===== src/rtl/io_rx_conditioner.sv =====
// rtl/io_rx_conditioner.sv - per-channel synchroniser, debounce filter and edge pulses for pad receive bits
// Optional feature macro: IO_RX_CONDITIONER_GLITCHCOUNT_EN (adds per-channel saturating glitch counters)
module io_rx_conditioner #(
  parameter int   RXCOUNT         = 2,
  parameter int   SYNC_STAGES     = 2,
  parameter int   DEBOUNCE_CYCLES = 16,
  parameter logic INIT_LEVEL      = 1'b0
) (
  input  logic               clk,
  input  logic               rst,
  input  logic               enable,
  input  logic [RXCOUNT-1:0] func_receive,
  output logic [RXCOUNT-1:0] level,
  output logic [RXCOUNT-1:0] rise,
  output logic [RXCOUNT-1:0] fall,
`ifdef IO_RX_CONDITIONER_GLITCHCOUNT_EN
  output logic [8*RXCOUNT-1:0] glitch_count,
`endif
  output logic               changed
);

  localparam int CW = $clog2(DEBOUNCE_CYCLES + 1);
  localparam logic [CW-1:0] LAST = CW'(DEBOUNCE_CYCLES - 1);

  generate
    if (RXCOUNT < 1) begin : g_err_rxcount
      $error("io_rx_conditioner: RXCOUNT must be > 0");
    end
    if (SYNC_STAGES < 2) begin : g_err_sync
      $error("io_rx_conditioner: SYNC_STAGES must be >= 2");
    end
    if (DEBOUNCE_CYCLES < 1) begin : g_err_debounce
      $error("io_rx_conditioner: DEBOUNCE_CYCLES must be >= 1");
    end
  endgenerate

  logic [RXCOUNT-1:0] sync_q [SYNC_STAGES];
  logic [RXCOUNT-1:0] s;
  logic [CW-1:0]      cnt_q  [RXCOUNT];
  logic [CW-1:0]      cnt_d  [RXCOUNT];
  logic [RXCOUNT-1:0] accept;

  assign s = sync_q[SYNC_STAGES-1];

  // Synchroniser chain; keeps running even while the filters are frozen
  always_ff @(posedge clk) begin
    if (rst) begin
      for (int i = 0; i < SYNC_STAGES; i++) sync_q[i] <= {RXCOUNT{INIT_LEVEL}};
    end else begin
      sync_q[0] <= func_receive;
      for (int i = 1; i < SYNC_STAGES; i++) sync_q[i] <= sync_q[i-1];
    end
  end

  // Debounce decision per channel: abort on agreement, accept on the last differing cycle, else count
  always_comb begin
    for (int ch = 0; ch < RXCOUNT; ch++) begin
      cnt_d[ch]  = '0;
      accept[ch] = 1'b0;
      if (enable && (s[ch] != level[ch])) begin
        if (cnt_q[ch] == LAST) accept[ch] = 1'b1;
        else                   cnt_d[ch]  = cnt_q[ch] + 1'b1;
      end
    end
  end

  // Counters, accepted level and registered edge pulses
  always_ff @(posedge clk) begin
    if (rst) begin
      for (int ch = 0; ch < RXCOUNT; ch++) cnt_q[ch] <= '0;
      level   <= {RXCOUNT{INIT_LEVEL}};
      rise    <= '0;
      fall    <= '0;
      changed <= 1'b0;
    end else begin
      for (int ch = 0; ch < RXCOUNT; ch++) cnt_q[ch] <= cnt_d[ch];
      // accept implies s differs from level, so flipping level loads s
      level   <= level ^ accept;
      rise    <= accept & s;
      fall    <= accept & ~s;
      changed <= |accept;
    end
  end

`ifdef IO_RX_CONDITIONER_GLITCHCOUNT_EN
  logic [7:0]         gcnt_q [RXCOUNT];
  logic [RXCOUNT-1:0] glitch;

  // A glitch is a pending debounce that aborts because the input went back to level
  always_comb begin
    for (int ch = 0; ch < RXCOUNT; ch++) begin
      glitch[ch] = enable && (s[ch] == level[ch]) && (cnt_q[ch] != '0);
    end
  end

  // Saturating glitch counters, cleared only by reset
  always_ff @(posedge clk) begin
    if (rst) begin
      for (int ch = 0; ch < RXCOUNT; ch++) gcnt_q[ch] <= '0;
    end else begin
      for (int ch = 0; ch < RXCOUNT; ch++) begin
        if (glitch[ch] && (gcnt_q[ch] != 8'hFF)) gcnt_q[ch] <= gcnt_q[ch] + 8'd1;
      end
    end
  end

  for (genvar g = 0; g < RXCOUNT; g++) begin : g_gc_flat
    assign glitch_count[8*g +: 8] = gcnt_q[g];
  end
`endif

endmodule


===== config.mk =====
export PLATFORM = sky130hd
export DESIGN_NAME = io_rx_conditioner
export DESIGN_NICKNAME = d
export VERILOG_FILES = /design/src/rtl/io_rx_conditioner.sv
export SDC_FILE = /design/constraint.sdc
export NUM_CORES = 1
export LEC_CHECK = 0
export CAP_MARGIN = 20
export CORE_MARGIN = 4
export CORE_UTILIZATION = 40
export DETAILED_ROUTE_END_ITERATION = 10
export PLACE_DENSITY = 0.61
export SLEW_MARGIN = 30
export SYNTH_ARGS = -nofsm -noshare
export SYNTH_HDL_FRONTEND = slang
export SYNTH_SLANG_ARGS = --single-unit

===== constraint.sdc =====
create_clock -name clk -period 3.2 [get_ports clk]
set_input_delay 0.32 -clock clk [delete_from_list [all_inputs] [get_ports clk]]
set_output_delay 0.32 -clock clk [all_outputs]
set_load 0.005 [all_outputs]

## Word level (Yosys, flattened, before mapping)

Memory sizes are Yosys's and may differ from the RTL's.
Cells that the tools add are included.

- Add/sub/neg operators: 2
- Equality and inequality tests: 4
- Muxes and demuxes: 15
- Bitwise logic cells: 8
- Reduce and logical (&&, ||, !) cells: 3

Operators by type and width:

| operator | number |
|---|---|
| 5-bit 2-to-1 mux | 6 |
| 5-bit by 1-bit adder with 5-bit output (second input constant) | 2 |
| 5-bit by 4-bit == test with 1-bit output (second input constant) | 2 |
| 1-bit 2-to-1 mux | 7 |
| 2-bit bitwise AND | 2 |
| 2-bit 2-to-1 mux | 2 |
| 1-bit OR | 4 |
| 1-bit logical AND | 2 |
| 1-bit inequality test | 2 |
| 2-bit NOT | 1 |
| 2-bit OR reduction | 1 |
| 2-bit XOR | 1 |

- Register bits: 7
- Bits in writable memories: 14
- Input bits: 5
- Output and inout bits: 7
- Word-level logic and storage cells: 38
- Memories: 2

Memory list:

| memory | words | width | rd ports | clocked after memory_dff | wr ports | line | source |
|---|---|---|---|---|---|---|---|
| cnt_q | 2 | 5 | 2 | 0 | 2 | 39 | `logic [CW-1:0] cnt_q [RXCOUNT];` |
| sync_q | 2 | 2 | 2 | 0 | 2 | 37 | `logic [RXCOUNT-1:0] sync_q [SYNC_STAGES];` |

## Longest topological paths before layout

- Word-level depth: 4
- Gate-level depth with buffers: 6
- Mapped depth without buffers: 6

## Worst setup path after synthesis

Ideal clock, no wire load.

- Path kind: flip-flop to flip-flop
- Start: memory cnt_q[0][0] in the netlist's numbering
- End: memory cnt_q[0][2] in the netlist's numbering
- Setup time: 0.064 ns
- Arrival: 1.400 ns
- Required time: 3.136 ns
- Setup slack: 1.736 ns
- Cell stages (with the launch flop): 6
- Path buffers: 0
- Clock period less this slack: 1.464 ns
- Path through: dfxtp_1 ha_1 and3_1 ha_1 or3b_4 nor2_1

RTL lines:

| element | line |
|---|---|
| start: declaration | 39 |

==> run_results.csv <==
group,metric,value,unit
pwr,p_seq_frac,0.661,
logic_synthesis,postSynthAreaPerCell,10.15,sq um
cts,cts_buffers,3,
pwr,p_sw,81.33,uW
timing,timing.slew.headroom,0.8051,
timing,hold_viol_final,0,
cells_and_area,antenna_cells,0,
cts,clk_pin_slew,0.11,ns
pwr,power_density,447.2,nW/um^2
logic_synthesis,netlist_area,730.7,sq um
cells_and_area,area_growth,22.95,%
logic_synthesis,postSynthCellCount,72,
cells_and_area,n_fill_cell,170,
worst_hold_path,hp-start,"sync_q[0][1]$_SDFF_PP0_",
setup_path,setup.worst_path.end_class,"flop",
job,cap_violations,0,
cts,hold_buffers,0,
setup_path,worst_path_max_delay_cell,"or3b_4",
logic_synthesis,yosysWarnings,0,
placed_design,dp.final_hpwl,800.3,microns
cts,cts_setup_buffers,0,
cells_and_area,layout_commonest_cell,"dfxtp_1",
drt,wl_per_cell,9.232,microns
pwr,clkPwrFrac,0.307,
timing,max_freq,0.6397,GHz
pwr,p_leak,0.3351,nW
drt,totalWireLength,1.034,mm
timing,layout_worst_path_cycle_share,0.4885,
cells_and_area,nNetsFinal,97,
worst_hold_path,hp-class,"flop to flop",
global_routing,grt_pass1_wl,1.814,mm
setup_path,arrival,1.81,ns
cts,clk_path_buf_depth,2,
drt,vias_per_cell,4.420,
setup_path,cp-startpoint,"cnt_q[0][0]$_SDFF_PP0_",
die,die_h,50.74,microns
setup_path,rrSetupSlack,1.64,ns
logic_synthesis,yosysTopAreaCell,"dfxtp_1",
pwr,combPwrFrac,0.032,
global_routing,grt_usage,0.09739,
global_routing,grt_overflow,0,
die,die-width,50.74,microns
timing,tightest_slew,0.2914,ns
global_routing,grt_pass1_vias,429,
setup_path,cp_common_cell,"ha_1",
setup_path,max_stage_delay,0.43,ns
logic_synthesis,ys_types,16,
drt,vias,495,
die,rows,15,
cells_and_area,post-route-util,0.5203,
die,pin_count,12,
setup_path,cp_top_family,"simple AND/OR/NAND/NOR gates",
cts,clockRootBuffer,"clkbuf_4",
timing,rsz0062_at_grt,"false",
setup_path,path_buf_inv,0,
setup_path,critPathKind,"flop to flop",
drt,drc,0,
die,start_util,0.4232,
placed_design,portBuffers,11,
cts,tritoncts,"yes",
setup_path,rr_startpoint,"cnt_q[0][0]$_SDFF_PP0_",
timing,fin_skew,0.003793,ns
logic_synthesis,yosysTopAreaCellShare,0.5753,
outcome,status,"finished clean",
global_routing,grt_max_degree,12,
drt,firstDrtPassIters,4,
cells_and_area,drive_gt1_frac,0.05747,
logic_synthesis,synth_nets,81,
logic_synthesis,ys_ff_latch,21,
cells_and_area,seqCellArea,420.4,sq um
global_routing,antenna_found_initial,0,
drt,postRouteAntennaNets,0,
logic_synthesis,synth.area.top_cells,"dfxtp_1 58%, ha_1 6.8%, nor2_1 6.2%",
timing,slew_violations,0,
timing,finalSetupTns,0,ns
cts,clock_latency,0.29,ns
pwr,peakVddDrop,265.8,uV
logic_synthesis,yosysSeqAreaShare,0.5753,
cts,h-tree-depth,1,
pwr,p_sw_frac,0.2024,
die,core_region_area,1727,sq um
cts,cts_num_sinks,21,
cells_and_area,layout_common_cells,"21 x dfxtp_1, 12 x nor2_1, 11 x clkdlybuf4s50_1",
pwr,internal-power,320.4,uW
setup_path,cp-start-kind,"flop",
die,die_area,2575,sq um
timing,min_period,1.563,ns
setup_path,worst-endpoint-required,3.44,ns
timing,setup_viol,0,
cells_and_area,multiInputGateArea,291.5,sq um
drt,drt_iter0_drc,4,
cts,ctsResizeCount,0,
setup_path,crit_fanout,5,
setup_path,worstPathCellList,"ha_1 > and3_1 > ha_1 > or3b_4 > nor2_1",
placed_design,gp_congestion,0.7364,
final timing paths:
path	end	depth (start not counted)
worst min register to register	sync_q[0][3]$_SDFF_PP0_	1
worst max-delay path	cnt_q[0][3]$_SDFF_PP0_	5
worst max register to register	cnt_q[0][3]$_SDFF_PP0_	5
worst min-delay path	sync_q[0][3]$_SDFF_PP0_	1
through the flow:
stage               instances  instance area (sq um)  setup slack (ns)  hold WS (ns)  total power [mW]
finish                    112                  898.4             1.637        0.4489            0.4018
global route              112                  898.4             1.544        0.4722            0.4181
CTS                       112                  898.4             1.621        0.4518            0.4069
detailed placement        108                  872.1             1.523        0.4246            0.2846
global placement          108                  872.1             1.543        0.4198            0.2843
floorplan                  72                  730.7             1.736        0.3891            0.2768
logic make-up (layout without fill, tap and decap cells):
| family | count (synthesis) | in the layout | share of synthesized area |
|---|---|---|---|
| xor gates and xnor gates | 6 | 6 | 0.07193 |
| DFF | 21 | 21 | 0.5753 |
| adders and majority gates | 4 | 4 | 0.06850 |
| AOI/OAI and AO/OA | 3 | 3 | 0.02054 |
| buffers and inverters | 5 | 20 | 0.02569 |
| and+or+nand+nor | 33 | 33 | 0.2380 |
cell usage after synthesis:
cell type and count:
nor2b_1 4, o21ai_0 1, nand3b_1 1, or3b_4 1, nand2_1 5, a21oi_1 2, nor2b_4 1, nor3b_1 2
dfxtp_1 21, xnor2_1 3, xor2_1 3, nor2_1 12, inv_1 5, nand3_1 5, ha_1 4, and3_1 2
per-layer routing:
layer  share of wire  wire length, microns  track usage
met5               0                     0            0
met1            0.54                   561       0.1255
met4           0.030                    31      0.08072
met3           0.051                    53      0.02671
met2            0.38                   388       0.1326
flip-flops by register name (all words and copies together), names as in the netlist:
| register | cells |
|---|---|
| rise | 2 |
| sync_q | 4 |
| level | 2 |
| changed | 1 |
| fall | 2 |
| cnt_q | 10 |
power by group through the flow:
stage          logic, mW  clock network [mW]  registers [mW]
4_1_cts           0.0129               0.128           0.266
3_3_place_gp      0.0126                   0           0.272
5_1_grt           0.0140               0.138           0.266
3_5_place_dp      0.0129                   0           0.272
2_1_floorplan    0.00551                   0           0.271
6_report          0.0128               0.123           0.266
cell type report:
| type | instances | area share |
|---|---|---|
| multi-input combinational | 46 | 0.3245 |
| sequential | 21 | 0.4680 |
| tap | 25 | 0.03482 |
| inverter | 5 | 0.02089 |
| timing repair buffer | 11 | 0.1226 |
| clock buffer | 4 | 0.02925 |
(Power assumes the default switching activity.)
